File: config.mk
export PLATFORM = sky130hd
export DESIGN_NAME = icache_controller
export DESIGN_NICKNAME = d
export VERILOG_FILES = /design/src/rtl/icache_controller.sv
export SDC_FILE = /design/constraint.sdc
export NUM_CORES = 1
export LEC_CHECK = 0
export ABC_AREA = 1
export BUFFER_PORTS_ARGS = -buffer_cell sky130_fd_sc_hd__buf_2
export CAP_MARGIN = 20
export CORE_ASPECT_RATIO = 0.7
export CORE_MARGIN = 5
export CORE_UTILIZATION = 47
export CTS_CLUSTER_DIAMETER = 120
export CTS_CLUSTER_SIZE = 16
export DETAILED_ROUTE_END_ITERATION = 10
export PLACE_DENSITY = 0.78
export REMOVE_ABC_BUFFERS = 1
export SYNTH_ARGS = -nofsm -noshare
export SYNTH_HDL_FRONTEND = slang
export SYNTH_SLANG_ARGS = --single-unit
File: constraint.sdc
create_clock -name clock -period 3.1 [get_ports clock]
set_input_delay 0.31 -clock clock [delete_from_list [all_inputs] [get_ports clock]]
set_output_delay 0.31 -clock clock [all_outputs]
set_load 0.05 [all_outputs]
File: src/rtl/icache_controller.sv
// Instruction-cache sequencer: tag compare against an external 1-cycle array,
// block refill from memory one word per beat, and fence.i bulk invalidate.
module icache_controller #(
  parameter int offset_width = 2,
  parameter int line_width   = 6,
  localparam int tag_width   = 30 - offset_width - line_width,
  localparam int block_size  = 1 << offset_width
) (
  input  logic                     clock,
  input  logic                     reset,
  input  logic                     req_valid,
  output logic                     req_ready,
  input  logic [31:0]              req_addr,
  output logic                     resp_valid,
  output logic [31:0]              resp_instr,
  input  logic                     invalidate,
  output logic [31:0]              arr_address,
  input  logic [31:0]              arr_instruction,
  input  logic [tag_width-1:0]     arr_tag,
  input  logic                     arr_tag_valid,
  output logic                     arr_write_in,
  output logic [line_width-1:0]    arr_write_line_index,
  output logic [32*block_size-1:0] arr_write_block,
  output logic [tag_width-1:0]     arr_write_tag,
  output logic                     arr_invalidate_all,
  output logic                     mem_req_valid,
  input  logic                     mem_req_ready,
  output logic [31:0]              mem_req_addr,
  input  logic                     mem_resp_valid,
  input  logic [31:0]              mem_resp_data
);

  typedef enum logic [2:0] {IDLE, COMPARE, MEM_REQ, MEM_RESP, FILL} state_t;

  state_t                  state_q, state_d;
  logic [offset_width-1:0] beat_q, beat_d;
  logic                    inv_pending_q, inv_pending_d;
  logic [31:0]             addr_q, addr_d;
  logic [31:0]             buffer_q [block_size];

  logic [tag_width-1:0]    addr_tag;
  logic [offset_width-1:0] addr_word;
  logic                    buf_we;

  assign addr_tag             = addr_q[31:line_width+offset_width+2];
  assign addr_word            = addr_q[offset_width+1:2];
  assign arr_write_line_index = addr_q[line_width+offset_width+1:offset_width+2];
  assign arr_write_tag        = addr_tag;
  assign mem_req_addr         = {addr_q[31:offset_width+2], {(offset_width+2){1'b0}}};
  assign buf_we               = (state_q == MEM_RESP) && mem_resp_valid;

  // Refill buffer: one register per word, written at the current beat.
  for (genvar gi = 0; gi < block_size; gi++) begin : g_buf
    always_ff @(posedge clock) begin
      if (buf_we && (beat_q == offset_width'(gi))) begin
        buffer_q[gi] <= mem_resp_data;
      end
    end
    assign arr_write_block[32*gi +: 32] = buffer_q[gi];
  end

  always_ff @(posedge clock) begin
    if (reset) begin
      state_q       <= IDLE;
      beat_q        <= '0;
      inv_pending_q <= 1'b0;
      addr_q        <= '0;
    end else begin
      state_q       <= state_d;
      beat_q        <= beat_d;
      inv_pending_q <= inv_pending_d;
      addr_q        <= addr_d;
    end
  end

  always_comb begin
    state_d            = state_q;
    beat_d             = beat_q;
    inv_pending_d      = inv_pending_q;
    addr_d             = addr_q;
    resp_valid         = 1'b0;
    resp_instr         = '0;
    arr_write_in       = 1'b0;
    arr_invalidate_all = 1'b0;
    mem_req_valid      = 1'b0;
    req_ready          = (state_q == IDLE) && !inv_pending_q && !invalidate;
    arr_address        = (state_q == IDLE) ? req_addr : addr_q;

    // A fence seen while busy is deferred until after any pending FILL write.
    if (state_q != IDLE && invalidate) begin
      inv_pending_d = 1'b1;
    end

    case (state_q)
      IDLE: begin
        if (inv_pending_q || invalidate) begin
          arr_invalidate_all = 1'b1;
          inv_pending_d      = 1'b0;
        end else if (req_valid) begin
          addr_d  = req_addr;
          state_d = COMPARE;
        end
      end
      COMPARE: begin
        if (arr_tag_valid && (arr_tag == addr_tag)) begin
          resp_valid = 1'b1;
          resp_instr = arr_instruction;
          state_d    = IDLE;
        end else begin
          beat_d  = '0;
          state_d = MEM_REQ;
        end
      end
      MEM_REQ: begin
        mem_req_valid = 1'b1;
        if (mem_req_ready) begin
          state_d = MEM_RESP;
        end
      end
      MEM_RESP: begin
        if (mem_resp_valid) begin
          beat_d = beat_q + 1'b1;
          if (beat_q == offset_width'(block_size - 1)) begin
            state_d = FILL;
          end
        end
      end
      FILL: begin
        arr_write_in = 1'b1;
        resp_valid   = 1'b1;
        resp_instr   = buffer_q[addr_word];
        state_d      = IDLE;
      end
      default: state_d = IDLE;
    endcase
  end

endmodule

=== Word-level counts from Yosys, hierarchy flattened ===
Memory sizes are Yosys's and may differ from the RTL's. A register that Yosys moved wholly into a read port is not among the register bits.
Index checks and enable logic that the tools add are counted.

* Register bits after elaboration: 38
* Bits in writable memories: 128
* Input bits: 125
* Output and inout port bits: 257
* Memories: 1

* Add/subtract/negate cells: 1
* Equal/unequal tests: 14
* Muxes and demuxes: 41
* Bitwise operators: 1
* Reductions and logical operators: 22

{| class="wikitable"
|+ Memory list
! name !! depth !! bits a word !! read ports !! clocked after Yosys merged registers in !! write ports !! line !! RTL
|-
| buffer_q || 4 || 32 || 5 || 1 || 1 || 39 || <nowiki>logic [31:0] buffer_q [block_size];</nowiki>
|}

{| class="wikitable"
|+ Operators by type and width
! operator !! number
|-
| $mux W32 || 5
|-
| $reduce_or A32 Y1 || 3
|-
| $pmux W32 S2 || 1
|-
| $eq A22 B22 Y1 || 1
|-
| $mux W1 || 19
|-
| $mux W2 || 8
|-
| $mux W3 || 5
|-
| $pmux W3 S4 || 1
|-
| $ne A2 B2 Y1 const B || 5
|-
| $logic_and A1 B1 Y1 || 9
|-
| $eq A3 B2 Y1 const B || 2
|-
| $reduce_and A3 Y1 || 2
|-
| $reduce_and A5 Y1 || 1
|-
| $eq A2 B2 Y1 const B || 2
|-
| $pmux W2 S2 || 1
|-
| $eq A3 B1 Y1 const B || 1
|-
| $eq A3 B3 Y1 const B || 1
|-
| $logic_not A3 Y1 || 1
|-
| $reduce_bool A3 Y1 || 1
|-
| $add A2 B1 Y2 const B || 1
|-
| $eq A2 B1 Y1 const B || 1
|-
| $logic_not A1 Y1 || 2
|-
| $logic_not A2 Y1 || 1
|-
| $ne A2 B1 Y1 const B || 1
|-
| other kinds (4) || 4
|}

=== Longest topological paths before layout ===
* Word-level depth: 9
* Depth in mapped cells: 10
* Depth with buffers taken out: 10

=== Worst setup path before layout ===
OpenSTA, ideal clock, no wires.

* Path kind: reg2reg
* From: reg state_q[1]
* To: mem buffer_q[0][0] (enable)
* Library setup time: 0.421 ns
* Arrival: 2.208 ns
* Required time: 2.679 ns
* Path slack: 0.471 ns
* Stages on the path, launching flop included: 5
* Clock period less this slack: 2.629 ns
* Path through: dfxtp_1 > inv_1 > nor3_1 > nand2_1 > nor2_1

* Word-level cells in the longest chain between the ends: 9
* Elaborated cells on any way between the ends: 23
* Classes of those cells: 1 x eq/ne; 14 x mux; 8 x reduce/logical

{| class="wikitable"
|+ Ends and longest elaborated chain
! element !! line !! RTL
|-
| start, declared || 35 || <nowiki>state_t state_q, state_d;</nowiki>
|-
| start signal, assigned || 69 || <nowiki>state_q <= state_d;</nowiki>
|-
| $eq A3 B2 Y1 * || 50 || <nowiki>assign buf_we = (state_q == MEM_RESP) && mem_resp_valid;</nowiki>
|-
| $logic_and A1 B1 Y1 * || 50 ||
|-
| $logic_and A1 B1 Y1 || 55 || <nowiki>if (buf_we && (beat_q == offset_width'(gi))) begin</nowiki>
|-
| $mux W1 || 55 ||
|-
| $mux W1 (not written as such) || 56 || <nowiki>buffer_q[gi] <= mem_resp_data;</nowiki>
|-
| $reduce_or A32 Y1 (no source line) || - ||
|-
| $mux W2 (no source line) / $mux W1 (equally long branches) (3 in series) || - ||
|-
| end, declared || 39 ||
|}

Every way passes the cells marked *; elsewhere a longest branch is shown, timed or not.

=== Worst setup path in the final report ===
* From: reg addr_q[15]
* To: out resp_instr[29]

* Word-level cells in the longest chain between the ends: 4

{| class="wikitable"
|+ Ends and longest elaborated chain
! element !! line !! RTL
|-
| start, declared || 38 || <nowiki>logic [31:0] addr_q, addr_d;</nowiki>
|-
| start signal, assigned || 72 || <nowiki>addr_q <= addr_d;</nowiki>
|-
| $eq A22 B22 Y1 || 105 || <nowiki>if (arr_tag_valid && (arr_tag == addr_tag)) begin</nowiki>
|-
| $logic_and A1 B1 Y1 || 105 ||
|-
| $mux W32 || 105 ||
|-
| $pmux W32 S2 || 94 || <nowiki>case (state_q)</nowiki>
|-
| end, declared || 15 || <nowiki>output logic [31:0] resp_instr,</nowiki>
|}

No other way between the ends.

==> metrics <==
FF-to-FF Start=state_q[1]; CTS tree=built; Max-slew headroom=between 30 and 40%; CTS buffer count=17; fill count=1397; Max Fclk=380 MHz; mapped cell area=about 8000 µm²; number of iterations in the first detailed-routing pass=5; final worst-path cycle share=84.8%; Seq/Total Area, Yosys=58.2%; design area=10300 µm²; drt initial violations=687; layout cells sized above 1=40.2%; Design Power=approximately 7700 µW; power per cell area=750 nW/µm²; vias in the first global route=approximately 6500; Core Util, Final=62.5%; first-pass GRT wire length=around 38000 µm; DR WL/cell=between 15 and 20 µm; RSZ-0062 raised after global routing=false; Setup Buffers After CTS=0; worst hold path startpoint=mem_resp_data[17]; Period minus WS final=approximately 2.6 ns; Clock Sinks=168; Detail Route Antenna Nets=0; final hold slack=0.101 ns; global route total overflow=0; switching pwr=3220 µW; Post-Synthesis Cells=829; Fin. Hold Viols=0; Mapped Avg Cell Area=9.62 µm²; placed inst area=a little under 10000 µm²; GPL Wtd Cong=between 0.9 and 1; most used cell, CP=nand2_1; CP startpoint=addr_q[15]; CP Max Fanout=21; Critical Path RT=2.79 ns; area grow syn2layout=29.2%; Critical Setup Path Class=reg -> out; worst clock skew=0.00892 ns; CTS H-Tree Depth=4; Slew @ Worst Pin=0.949 ns; clock power share=29.3%; # IOs=382; hold_buf cts=0; Distinct cells, synth=28; DRC Markers=0; DP HPWL=18100 µm; pre-CTS setup slack=0.825 ns; chip height=119 µm; delay-heaviest family, CP=simple AND/OR/NAND/NOR gates; WP buf/inv=3; CP startpoint kind=register; Die X-Extent=166 µm; CP arrival=2.32 ns; CTS clk-pin slew, worst paths=around 0.07 ns; CTS max path bufs=2; Switching Share=between 40% and 50%; worst-skew pair later-pin latency=0.42 ns; DR vias=7064; cts repair resizes=0; Worst setup EP type=output pin; core footprint=roughly 16000 µm²; CP max stage delay=0.38 ns; largest net degree at the start of global routing=65; count of final setup violators=0; cells along the critical path=inv_1 > nand2_1 > nand2_1 > nor2_1 > nand2_1 > nor2_1 > nand4_2 > buf_4 > o21ai_0 > buf_2; # nets final=1269; internal power=4520 µW; P_leak=0.00497 µW; Tightest Hold Check Type=in -> reg; gr usage total=23.8%; area of the multi-input gates=about 2400 µm²; drt via density=between 5 and 6; Sequential Area=between 4000 and 5000 µm²; final wirelength=24700 µm; share of total power in combinational logic=36.2%; CTS root buf=clkbuf_16; die area=19700 µm²; post-route worst setup slack=0.471 ns; IO Port Bufs=377; Rows=39; outcome=complete, no violations; Yosys Warn Count=0; Reg power frac=34.5%; Initial Util=48.4%; Slew Limit Fails=0; Crit-path slowest cell=dfxtp_1; antenna cells=0; initial antenna violation count=2; max-cap violations=0; synthesis-stage register bit count=168; Max VDD drop=0.588 mV
## final timing paths
kind,slack [ns],endpoint,cells after the start
max reg2reg,0.81,buffer_q[3][30],5
min reg2reg,0.49,addr_q[1],2
max,0.47,resp_instr[29],10
min,0.10,buffer_q[1][17],1
## layer usage
metal	up-vias	global-route usage [%]	wire length [µm]
li1	3358	-	-
met1	3349	32.3	10500
met2	315	38.1	11700
met3	38	6.49	1980
met4	4	6.70	483
met5	-	0	23
## metrics by stage
step / instances / TNS (ns)
final: 1377 / 0
after global routing: 1377 / 0
after CTS: 1377 / 0
after detailed placement: 1346 / 0
after global placement: 1346 / 0
after floorplan: 730 / -9.35
## cells by family (layout without fill, tap and decap cells)
kind of cell	Yosys count	count (layout)	synth area share, %
adders and majority gates	4	4	0.627
other	1	4	0.0470
buffers and inverters	189	509	12.3
xor gates and xnor gates	1	1	0.110
DFF	168	168	58.2
and+or+nand+nor	262	262	13.0
AOI/OAI and AO/OA	204	204	15.7
## Yosys cell counts
cell	count	area (µm²)
nor3_4	1	16.3
inv_2	9	33.8
a31oi_1	1	6.26
nand3_1	3	15.0
a21oi_1	84	420
nand2_1	195	732
xnor2_1	1	8.76
clkinv_1	1	3.75
nor3_2	1	10.0
nor2_2	3	18.8
nor2_1	51	191
nor3_1	5	25.0
buf_6	2	22.5
clkbuf_1	17	63.8
conb_1	1	3.75
dfxtp_1	40	801
o21ai_0	57	285
o21ai_2	19	166
ha_1	4	50.1
a221o_1	32	320
buf_4	62	465
o21ai_1	10	50.1
inv_1	77	289
edfxtp_1	128	3840
nand4_2	1	12.5
buf_2	21	105
nand2_2	2	12.5
o22ai_1	1	6.26
## sequential cells by signal, indices dropped and copies added (netlist names), named ones only
register,count
inv_pending_q,1
addr_q,32
buffer_q,128
beat_q,2
state_q,3
## power groups by stage
stage / logic [µW] / registers, µW / clock network (µW)
after global placement: 2760 / 2710 / 0
after CTS: 2800 / 2670 / 2310
after floorplan: 1390 / 3330 / 0
final: 2800 / 2670 / 2270
after detailed placement: 2790 / 2720 / 0
after global routing: 2980 / 2690 / 2400
## cell type report
cell class	instances	share of cell area (%)
Tap cell	225	2.73
Clock inverter	14	2.03
Sequential cell	168	45.1
Inverter	87	3.17
Timing Repair Buffer	391	19.7
Multi-Input combinational cell	475	23.2
Clock buffer	17	4.13
## cell usage in the layout, fill, tap and decap left out, types with 5 or more instances in the layout
master,Yosys,routed
buf_2,21,377
nand2_1,195,195
edfxtp_1,128,128
a21oi_1,84,84
inv_1,77,77
o21ai_0,57,57
nor2_1,51,47
dfxtp_1,40,39
a221o_1,32,32
o21ai_2,19,19
clkbuf_16,0,17
buf_4,62,11
o21ai_1,10,10
inv_2,9,9
nor3_1,5,5
inv_6,0,5
(Power assumes the default switching activity.)
